## src/rtl/rob_retire_controller.sv

```systemverilog
// In-order retirement tracker for the 2-wide rename stage: records superseded physical
// registers per ROB entry and hands them back to the renamer's free pool only at commit.
module rob_retire_controller #(
  parameter int NUM_P_REGS = 64,
  parameter int ROB_DEPTH  = 16,
  localparam int PW = $clog2(NUM_P_REGS),
  localparam int TW = $clog2(ROB_DEPTH)
) (
  input  logic          clk_i,
  input  logic          rst_i,
  input  logic          alloc0_valid_i,
  input  logic          alloc1_valid_i,
  input  logic          alloc0_has_dest_i,
  input  logic          alloc1_has_dest_i,
  input  logic [PW-1:0] alloc0_old_preg_i,
  input  logic [PW-1:0] alloc1_old_preg_i,
  output logic          alloc_ready_o,
  output logic [TW-1:0] alloc0_tag_o,
  output logic [TW-1:0] alloc1_tag_o,
  input  logic          complete0_valid_i,
  input  logic          complete1_valid_i,
  input  logic [TW-1:0] complete0_tag_i,
  input  logic [TW-1:0] complete1_tag_i,
  input  logic          flush_i,
  output logic          en_free_reg0_o,
  output logic          en_free_reg1_o,
  output logic [PW-1:0] free_reg0_o,
  output logic [PW-1:0] free_reg1_o,
  output logic [1:0]    retire_count_o,
  output logic [TW:0]   count_o,
  output logic          empty_o,
  output logic          full_o
);

  logic [TW-1:0] head_q, head_d, tail_q, tail_d;
  logic [TW:0]   count_q, count_d;
  logic          valid_q    [ROB_DEPTH];
  logic          done_q     [ROB_DEPTH];
  logic          has_dest_q [ROB_DEPTH];
  logic [PW-1:0] old_preg_q [ROB_DEPTH];

  logic          en_free0_q, en_free1_q, en_free0_d, en_free1_d;
  logic [PW-1:0] free_reg0_q, free_reg1_q;
  logic [1:0]    retire_count_q;

  logic [TW-1:0] head1, tail1;
  logic          accept0, accept1, retire0, retire1;
  logic [1:0]    num_acc, num_ret;

  assign head1         = head_q + TW'(1);
  assign tail1         = tail_q + TW'(1);
  assign alloc_ready_o = (count_q <= (TW+1)'(ROB_DEPTH - 2));
  assign alloc0_tag_o  = tail_q;
  assign alloc1_tag_o  = alloc0_valid_i ? tail1 : tail_q;

  // Retirement looks only at pre-edge state, so a same-cycle completion waits one edge.
  always_comb begin
    accept0    = ~flush_i & alloc_ready_o & alloc0_valid_i;
    accept1    = ~flush_i & alloc_ready_o & alloc1_valid_i;
    retire0    = ~flush_i & valid_q[head_q] & done_q[head_q];
    retire1    = retire0 & valid_q[head1] & done_q[head1];
    num_acc    = {1'b0, accept0} + {1'b0, accept1};
    num_ret    = {1'b0, retire0} + {1'b0, retire1};
    en_free0_d = retire0 & has_dest_q[head_q] & (old_preg_q[head_q] != '0);
    en_free1_d = retire1 & has_dest_q[head1] & (old_preg_q[head1] != '0);
    head_d     = head_q + TW'(num_ret);
    tail_d     = tail_q + TW'(num_acc);
    count_d    = count_q + (TW+1)'(num_acc) - (TW+1)'(num_ret);
    if (flush_i) begin
      head_d  = '0;
      tail_d  = '0;
      count_d = '0;
    end
  end

  always_ff @(posedge clk_i or posedge rst_i) begin
    if (rst_i) begin
      head_q         <= '0;
      tail_q         <= '0;
      count_q        <= '0;
      en_free0_q     <= 1'b0;
      en_free1_q     <= 1'b0;
      free_reg0_q    <= '0;
      free_reg1_q    <= '0;
      retire_count_q <= '0;
      for (int i = 0; i < ROB_DEPTH; i++) begin
        valid_q[i]    <= 1'b0;
        done_q[i]     <= 1'b0;
        has_dest_q[i] <= 1'b0;
        old_preg_q[i] <= '0;
      end
    end else begin
      head_q         <= head_d;
      tail_q         <= tail_d;
      count_q        <= count_d;
      en_free0_q     <= en_free0_d;
      en_free1_q     <= en_free1_d;
      free_reg0_q    <= old_preg_q[head_q];
      free_reg1_q    <= old_preg_q[head1];
      retire_count_q <= num_ret;
      if (flush_i) begin
        for (int i = 0; i < ROB_DEPTH; i++) begin
          valid_q[i] <= 1'b0;
          done_q[i]  <= 1'b0;
        end
      end else begin
        if (complete0_valid_i && valid_q[complete0_tag_i]) done_q[complete0_tag_i] <= 1'b1;
        if (complete1_valid_i && valid_q[complete1_tag_i]) done_q[complete1_tag_i] <= 1'b1;
        if (retire0) begin
          valid_q[head_q] <= 1'b0;
          done_q[head_q]  <= 1'b0;
        end
        if (retire1) begin
          valid_q[head1] <= 1'b0;
          done_q[head1]  <= 1'b0;
        end
        // Accepted slots always land on free entries because at least two are empty.
        if (accept0) begin
          valid_q[tail_q]    <= 1'b1;
          done_q[tail_q]     <= 1'b0;
          has_dest_q[tail_q] <= alloc0_has_dest_i;
          old_preg_q[tail_q] <= alloc0_old_preg_i;
        end
        if (accept1) begin
          valid_q[alloc1_tag_o]    <= 1'b1;
          done_q[alloc1_tag_o]     <= 1'b0;
          has_dest_q[alloc1_tag_o] <= alloc1_has_dest_i;
          old_preg_q[alloc1_tag_o] <= alloc1_old_preg_i;
        end
      end
    end
  end

  assign en_free_reg0_o = en_free0_q;
  assign en_free_reg1_o = en_free1_q;
  assign free_reg0_o    = free_reg0_q;
  assign free_reg1_o    = free_reg1_q;
  assign retire_count_o = retire_count_q;
  assign count_o        = count_q;
  assign empty_o        = (count_q == '0);
  assign full_o         = (count_q == (TW+1)'(ROB_DEPTH));

endmodule

```

## config.mk

```make
export PLATFORM = sky130hd
export DESIGN_NAME = rob_retire_controller
export DESIGN_NICKNAME = d
export VERILOG_FILES = /design/src/rtl/rob_retire_controller.sv
export SDC_FILE = /design/constraint.sdc
export NUM_CORES = 1
export LEC_CHECK = 0
export ABC_AREA = 1
export CORE_AREA = 2 2 177 196
export CTS_BUF_LIST = sky130_fd_sc_hd__clkbuf_4 sky130_fd_sc_hd__clkbuf_8
export DETAILED_ROUTE_END_ITERATION = 10
export DIE_AREA = 0 0 179 198
export PLACE_DENSITY_LB_ADDON = 0.15
export SLEW_MARGIN = 30
export SYNTH_ARGS = -nofsm -noshare
export SYNTH_HDL_FRONTEND = slang
export SYNTH_SLANG_ARGS = --single-unit
```

## constraint.sdc

```tcl
create_clock -name clk_i -period 13.8 [get_ports clk_i]
set_clock_uncertainty 0.15 [all_clocks]
set_input_delay 4.14 -clock clk_i [delete_from_list [all_inputs] [get_ports clk_i]]
set_output_delay 4.14 -clock clk_i [all_outputs]
set_load 0.02 [all_outputs]
```

Yosys cells after proc, flatten, opt, wreduce, memory -nomap -nowiden
Index checks and enable logic that the tools add are counted.
{ "totals": {"input_bits": 29, "ff_bits": 173, "word_cells": 217} }
{ "op_classes": {"reduce_logical": 11, "mux": 80, "bitwise": 32, "order_cmp": 13, "add_sub_neg": 8, "n_eq_ne": 1} }
{ "op_table": {"columns": ["operator", "count"], "rows": [
  ["16-bit two-way mux", 23],
  ["96-bit two-way mux", 3],
  ["96-bit bitwise mux", 2],
  ["16-bit AND", 6],
  ["16-bit NOT", 4],
  ["16-bit bitwise OR", 4],
  ["6-bit binary-select mux with 4-bit select", 2],
  ["6-bit demux with 4-bit select", 2],
  ["6-bit two-way mux", 6],
  ["1-bit binary-select mux with 4-bit select", 8],
  ["16-bit bitwise mux", 2],
  ["5-bit >= comparator (second input constant)", 6],
  ["5-bit by 1-bit less-than comparator with 1-bit output (second input constant)", 6],
  ["4-bit NOT with 5-bit output", 6],
  ["1-bit demux with 4-bit select", 6],
  ["1-bit two-way mux", 22],
  ["4-bit two-way mux", 3],
  ["6-bit nonzero test", 2],
  ["1-bit AND", 11],
  ["4-bit by 1-bit adder with 4-bit output (second input constant)", 2],
  ["4-bit by 2-bit adder with 4-bit output", 2],
  ["1-bit logical AND", 8],
  ["5-bit by 2-bit adder with 5-bit output", 1],
  ["5-bit == test (second input constant)", 1],
  ["6 further kinds", 7]
]} }

Depth between registers and ports, before layout
Gate-level depths: netlist of run 1.
{ "depth": {"ltp_word": 23, "ltp_mapped": 27, "depth_no_buf": 24} }

Worst setup path before layout of run 1
Ideal clock, no wire load.
{ "synth_path": {"path_kind": "input-to-output", "startpoint": "input alloc0_valid_i", "endpoint": "output alloc1_tag_o[3]", "setup_slack_ns": 4.869, "t_arrival_ns": 4.641, "cell_stages": 4, "t_required_ns": 9.510, "path_buffers": 0, "cell_sequence": "nand2_1 nor2_1 nand2_1 nand2_1"} }
{ "synth_between": {"elab_chain_len": 1} }
{ "synth_rtl": {"columns": ["element", "line", "text"], "rows": [
  ["start: declaration", "11", "input logic alloc0_valid_i,"],
  ["4-bit two-way mux", "54", "assign alloc1_tag_o = alloc0_valid_i ? tail1 : tail_q;"],
  ["end: declaration", "19", "output logic [TW-1:0] alloc1_tag_o,"]
]} }
Every way passes these cells.

Final worst setup path of run 1
Ends and elaborated chain as after synthesis.

==> out/metrics.cfg, run 1 <==
[yosys]
synth_top_family_by_area = compound AO/OA/AOI/OAI gates
synth_cell_types = 34
yosys.area_share.simple = 0.235
synthAdderAreaFrac = 0.0267
ys_warn_count = 0
syn-num-nets = 2021
synth_mux_area_frac = 0
ys_seq_elements = 173
ys_seq_area_frac = 0.337
synth_area_per_cell_sq_um = 6.53
synth_compound_area_frac = 0.279
syn_area_sq_um = 12800
synth-xor-area-share = 0.00331
syn_inst = 1967

[timing]
fmax_mhz = 99.1
max_slew_margin = 0.350
slew_viol_final = 0
grt_setup_unrepaired = false
fin_crit_sh = 0.731
finalHoldViolCount = 0
finalSetupViolations = 0
tns_ps = 0
whs_ps = 390
period_needed_ps = 10090
worst_pin_slew_ps = 969

[grt]
met3_usage = 0.0340
grt_use_met2 = 0.458
track_usage = 0.279
grt_pass1_vias = 12500
grt-busiest-layer = met2
grt_remaining_overflow = 0
grt_start_max_net_pins = 94
use_met1 = 0.366
antenna_found_initial = 0
grt_pass1_wl_um = 74800

[floorplanning]
core_sq_um = 33700
die_w_um = 179
num_io_pins = 61
die_h_um = 198
start_util = 0.382
core.rowCount = 71
dieArea_sq_um = 35400

[worst_setup_path]
ff2ff_path_depth = 25
start_kind = input port
path_class = in2out
cp.arrival_ps = 5800
cp_data_required_time_ps = 9510
cp_max_fo = 4
crit_top_cell = nand2_1
cp_slowest_cell = clkdlybuf4s50_1
crit_chain = clkdlybuf4s50_1 > nand2_1 > nor2_1 > nand2_1 > nand2_1 > clkdlybuf4s50_1
end_kind = output pin
slowest_delay_ps = 620

[final_layout]
regArea_sq_um = 4330
diodes = 0
fin_cells = 2381
nets = 1984
multi_input_area_sq_um = 6980
fillerInstances = 3532
final_util = 0.412
syn_to_final_growth_pct = 7.86
drive_above_1_share = 0.0417

[clock_tree]
cts_max_level = 4
cts_resized = 0
numCtsBuffers = 17
clk_pin_slew_ps = 90
cts_root_buf = clkbuf_8
cts_tree = yes
clock_path_buffers = 2
cts_setup_buffers = 0
ctsHoldBuffers = 0
insertion_delay_ps = 480
cts.sinks = 173

[routing]
wl_per_cell_um = 20.5
ant_nets = 0
viasPerCell = 5.68
vias = 13535
wirelength_um = 48800
drt-initial-drc-count = 1510
post-route-drc-count = 0
drt-pass1-iter-count = 5

[placed_design]
gp_congestion = 0.885
placed_cells = 2349
port_buffers = 60
place_hpwl_um = 31700

[flow_run]
drv_cap = 0

[power]
p_per_area_nw_per_um2 = 108
total_power_w = 0.00150
power.leakage_nw = 6.16
irDropWorstVdd_mv = 0.0600

[outcome]
status = completed

[hold_path]
holdPathStages = 2
min_path_type = reg2reg

state kept, by name, indices dropped and copies added (netlist names):
signal / cells
alloc0_tag_o: 4
count_o: 5
done_q: 16
en_free_reg0_o: 1
en_free_reg1_o: 1
free_reg0_o: 6
free_reg1_o: 6
has_dest_q: 16
head_q: 4
old_preg_q: 96
retire_count_o: 2
valid_q: 16
synth_stat cells:
master | number | area share
a211oi_1 | 2 | 0.0012
a21oi_1 | 206 | 0.080
a21oi_2 | 2 | 0.0014
buf_1 | 4 | 0.0012
buf_2 | 46 | 0.018
buf_4 | 8 | 0.0047
buf_6 | 5 | 0.0044
clkbuf_1 | 67 | 0.020
dfrtp_1 | 173 | 0.34
fa_1 | 4 | 0.0062
ha_1 | 21 | 0.020
inv_1 | 238 | 0.070
inv_2 | 9 | 0.0026
nand2_1 | 333 | 0.097
nand2_2 | 4 | 0.0019
nand3_1 | 115 | 0.045
nand3_2 | 5 | 0.0039
nand3b_1 | 12 | 0.0070
nand4_1 | 22 | 0.011
nor2_1 | 214 | 0.063
nor2_2 | 5 | 0.0024
nor2_4 | 2 | 0.0018
nor3_1 | 2 | 0.00078
o211ai_1 | 42 | 0.025
o21ai_0 | 330 | 0.13
o21ai_1 | 11 | 0.0043
o21ai_2 | 1 | 0.00068
o21bai_1 | 2 | 0.0012
o22ai_1 | 75 | 0.037
or2_0 | 1 | 0.00049
or2_1 | 2 | 0.00097
xnor2_1 | 2 | 0.0014
xor2_1 | 1 | 0.00068
xor2_2 | 1 | 0.0013
path summary, 6_finish.rpt:
check / startpoint / to / slack (ps)
min in group asynchronous: rst_i / done_q[14] / 3840
hold / removal: old_preg_q[34] / old_preg_q[34] / 390
hold reg to reg: old_preg_q[34] / old_preg_q[34] / 390
setup / recovery: alloc0_valid_i / alloc1_tag_o[3] / 3710
setup reg to reg: head_q[1] / count_o[4] / 8140
max in group asynchronous: rst_i / old_preg_q[67] / 8610
worst max-delay path, delay by kind of cell:
kind | cells | cell delay [ps]
buf+inv | 2 | 1170
simple gates | 4 | 480
metal layers:
metal,vias to the layer above,part of all wire
met2,537,0.47
met4,0,0.045
li1,6488,-
met5,-,0
met1,6398,0.42
met3,112,0.061
report_power, final:
group | switching [W] | internal, W
Clock | 0.000217 | 0.000127
Sequential | 0.0000659 | 0.000598
Combinational | 0.000308 | 0.000185
Total | 0.000591 | 0.000910
kinds of logic (layout without fill, tap and decap cells):
group	after synthesis	in the layout
DFF	173	173
AOI/OAI and AO/OA	671	671
buffers and inverters	377	353
xor gates and xnor gates	4	4
and+or+nand+nor	717	717
adders and majority gates	25	25
layout make-up:
type                            count  share of cell area
Multi-Input combinational cell   1417               0.504
Clock inverter                     15             0.00831
Sequential cell                   173               0.313
Timing Repair Buffer               74              0.0511
Inverter                          247              0.0674
Tap cell                          438              0.0395
Clock buffer                       17              0.0169
metrics by stage:
| step | cell area, sq um | setup slack (ps) |
|---|---|---|
| floorplan | 12800 | 4820 |
| CTS | 13800 | 3720 |
| detailed placement | 13500 | 3730 |
| global route | 13900 | 3610 |
| global placement | 13500 | 3720 |
| finish | 13900 | 3710 |
cells in the final DEF (no fill, tap or decap), types with 2 or more instances in the layout:
cell,count
nand2_1,332
clkbuf_8,17
o211ai_1,42
clkinv_2,4
nand3b_1,12
o21bai_1,2
clkinv_4,8
nor2_1,214
nor2_4,2
o21ai_0,330
clkdlybuf4s50_1,59
buf_6,2
buf_4,12
nand4_1,22
nand3_1,115
a21oi_1,206
nand2_2,5
ha_1,20
a211oi_1,2
nor3_1,2
xnor2_1,2
inv_2,8
inv_6,3
inv_1,235
o22ai_1,75
nor2_2,5
dfrtp_1,171
a21oi_2,2
o21ai_1,11
clkinv_1,2
or2_1,2
fa_1,4
nand3_2,5
No activity file was read; power rests on OpenSTA's default activity.
==> run 2: changes to the inputs <==
==> constraint.sdc (replaced) <==
create_clock -name clk_i -period 10.21 [get_ports clk_i]
set_clock_uncertainty 0.15 [all_clocks]
set_input_delay 3.063 -clock clk_i [delete_from_list [all_inputs] [get_ports clk_i]]
set_output_delay 3.063 -clock clk_i [all_outputs]
set_load 0.02 [all_outputs]
==> out/metrics.cfg, run 2 (same netlist as run 1, synthesis figures left out) <==
[worst_setup_path]
start_kind = input port
crit_family = buffers and inverters
cp_slowest_cell = clkdlybuf4s50_1
end_kind = output pin
cp_data_required_time_ps = 7000  ; -2510 ps
path_class = in2out
crit_chain = clkdlybuf4s50_1 > nand2_1 > nor2_1 > nand2_1 > nand2_1 > clkdlybuf4s50_1
cp.arrival_ps = 4740  ; -1060 ps
slowest_delay_ps = 620  ; about the same
crit_top_cell = nand2_1
cp.buffers_inverters = 2  ; unchanged
cp_max_fo = 4  ; unchanged

[timing]
grt_setup_unrepaired = false
fin_crit_sh = 0.779
finalHoldViolCount = 0  ; unchanged
max_slew_margin = 0.373  ; +0.0233
slew_viol_final = 0  ; unchanged
period_needed_ps = 7950
worst_slack_ps = 2260  ; -1450 ps
tns_ps = 0  ; unchanged
fmax_mhz = 126
finalSetupViolations = 0  ; unchanged
worst_pin_slew_ps = 938  ; -31.5 ps

[clock_tree]
clk_pin_slew_ps = 100  ; about the same
clock_path_buffers = 2  ; unchanged
cts_tree = yes
numCtsBuffers = 17  ; unchanged
cts_resized = 0  ; unchanged
cts.sinks = 173  ; unchanged
cts_max_level = 4  ; unchanged
ctsHoldBuffers = 0  ; unchanged
cts_setup_buffers = 0  ; unchanged
insertion_delay_ps = 500  ; +20 ps
cts_root_buf = clkbuf_8

[grt]
met3_usage = 0.0434  ; +0.00941
grt_pass1_vias = 12616  ; +0.93%
grt_pass1_wl_um = 74200  ; -0.85%
grt_use_met2 = 0.467  ; +0.00883
grt-busiest-layer = met2
use_met1 = 0.352  ; -0.0136
track_usage = 0.279  ; -0.000573
grt_remaining_overflow = 0  ; unchanged
grt_start_max_net_pins = 100  ; +6.4%
antenna_found_initial = 0  ; unchanged

[power]
p_sw_frac = 0.393  ; -0.000581
p_int_w = 0.00123  ; +36%
p_per_area_nw_per_um2 = 147  ; +35%
irDropWorstVdd_mv = 0.0807  ; +34%
pwr-share-seq = 0.441  ; about the same
power.leakage_nw = 6.16  ; about the same
clkPwrFrac = 0.232  ; +0.003
p_sw_w = 0.000799  ; +35%
p_comb_frac = 0.327  ; about the same

[placed_design]
placed_cells = 2350  ; +0.043%
place_hpwl_um = 31900  ; +0.93%
dp_slack_ps = 2280  ; -1450 ps
gp_congestion = 0.909  ; +2.7%
port_buffers = 60  ; unchanged

[final_layout]
final_cell_mix = 333 x nand2_1, 330 x o21ai_0, 235 x inv_1, 214 x nor2_1, 206 x a21oi_1
final_util = 0.412  ; about the same
diodes = 0  ; unchanged
largest_reg_flops = 96  ; unchanged
drive_above_1_share = 0.0422  ; +0.000493
nets = 1985  ; +0.050%
fillerInstances = 3609  ; +2.2%
fin_cells = 2382  ; +0.042%
regArea_sq_um = 4330  ; unchanged
top_register = old_preg_q
syn_to_final_growth_pct = 7.87  ; about the same
multi_input_area_sq_um = 6980  ; about the same
layout_commonest_cell = nand2_1

[routing]
ant_nets = 0  ; unchanged
post-route-drc-count = 0  ; unchanged
vias = 13425  ; -0.81%
wl_per_cell_um = 20.5  ; -0.12%
drt-pass1-iter-count = 6  ; +1
wirelength_um = 48800  ; about the same
viasPerCell = 5.64  ; -0.85%
drt-initial-drc-count = 1427  ; -5.5%

[hold_path]
min_path_type = reg2reg

[flow_run]
drv_cap = 0  ; unchanged

[floorplanning]
die_h_um = 198  ; unchanged
die_w_um = 179  ; unchanged
core_sq_um = 33700  ; unchanged
start_util = 0.382  ; unchanged
core.rowCount = 71  ; unchanged
num_io_pins = 61  ; unchanged
dieArea_sq_um = 35400  ; unchanged

[outcome]
status = completed

## run 2: final cells by class
type	count	area share
Inverter	247	0.0674
Multi-Input combinational cell	1417	0.504
Clock inverter	14	0.00804
Sequential cell	173	0.313
Tap cell	438	0.0395
Clock buffer	18	0.0174
Timing Repair Buffer	75	0.0511
## run 2: per-stage QoR
stage | hold WS [ps] | total power [W] | cell area (sq um)
3_5_place_dp | 369 | 0.00157 | 13500
3_3_place_gp | 365 | 0.00156 | 13500
2_1_floorplan | 336 | 0.00133 | 12800
5_1_grt | 426 | 0.00217 | 13900
4_1_cts | 394 | 0.00204 | 13900
6_report | 390 | 0.00203 | 13900
## run 2: worst paths after layout
kind / slack [ps] / cells after the start / end / from
setup / recovery: 2260 / 6 / alloc1_tag_o[3] / alloc0_valid_i
hold / removal: 390 / 2 / old_preg_q[32] / old_preg_q[32]
setup reg to reg: 4190 / 20 / count_o[4] / head_q[1]
hold reg to reg: 390 / 2 / old_preg_q[32] / old_preg_q[32]
max in group asynchronous: 5760 / 3 / old_preg_q[19] / rst_i
min in group asynchronous: 2840 / 2 / head_q[0] / rst_i
## run 2: power groups by stage
stage / sequential, W / combinational [W] / clock [W]
floorplan: 0.000921 / 0.000413 / 0
global placement: 0.000904 / 0.000658 / 0
detailed placement: 0.000908 / 0.000665 / 0
CTS: 0.000894 / 0.000666 / 0.000481
global route: 0.000912 / 0.000746 / 0.000508
finish: 0.000896 / 0.000666 / 0.000471
## run 2: routing by layer
metal  routed length (um)  vias to the layer above
met2                23500                      512
met1                20000                     6321
met3                 3450                      107
met4                 1820                        0
met5                    0                        -
li1                     -                     6485
## run 2: worst min-delay path: stages (launching register included)
cell	delay [ps]
dfrtp_1	390
nand2_1	60
o21ai_0	60
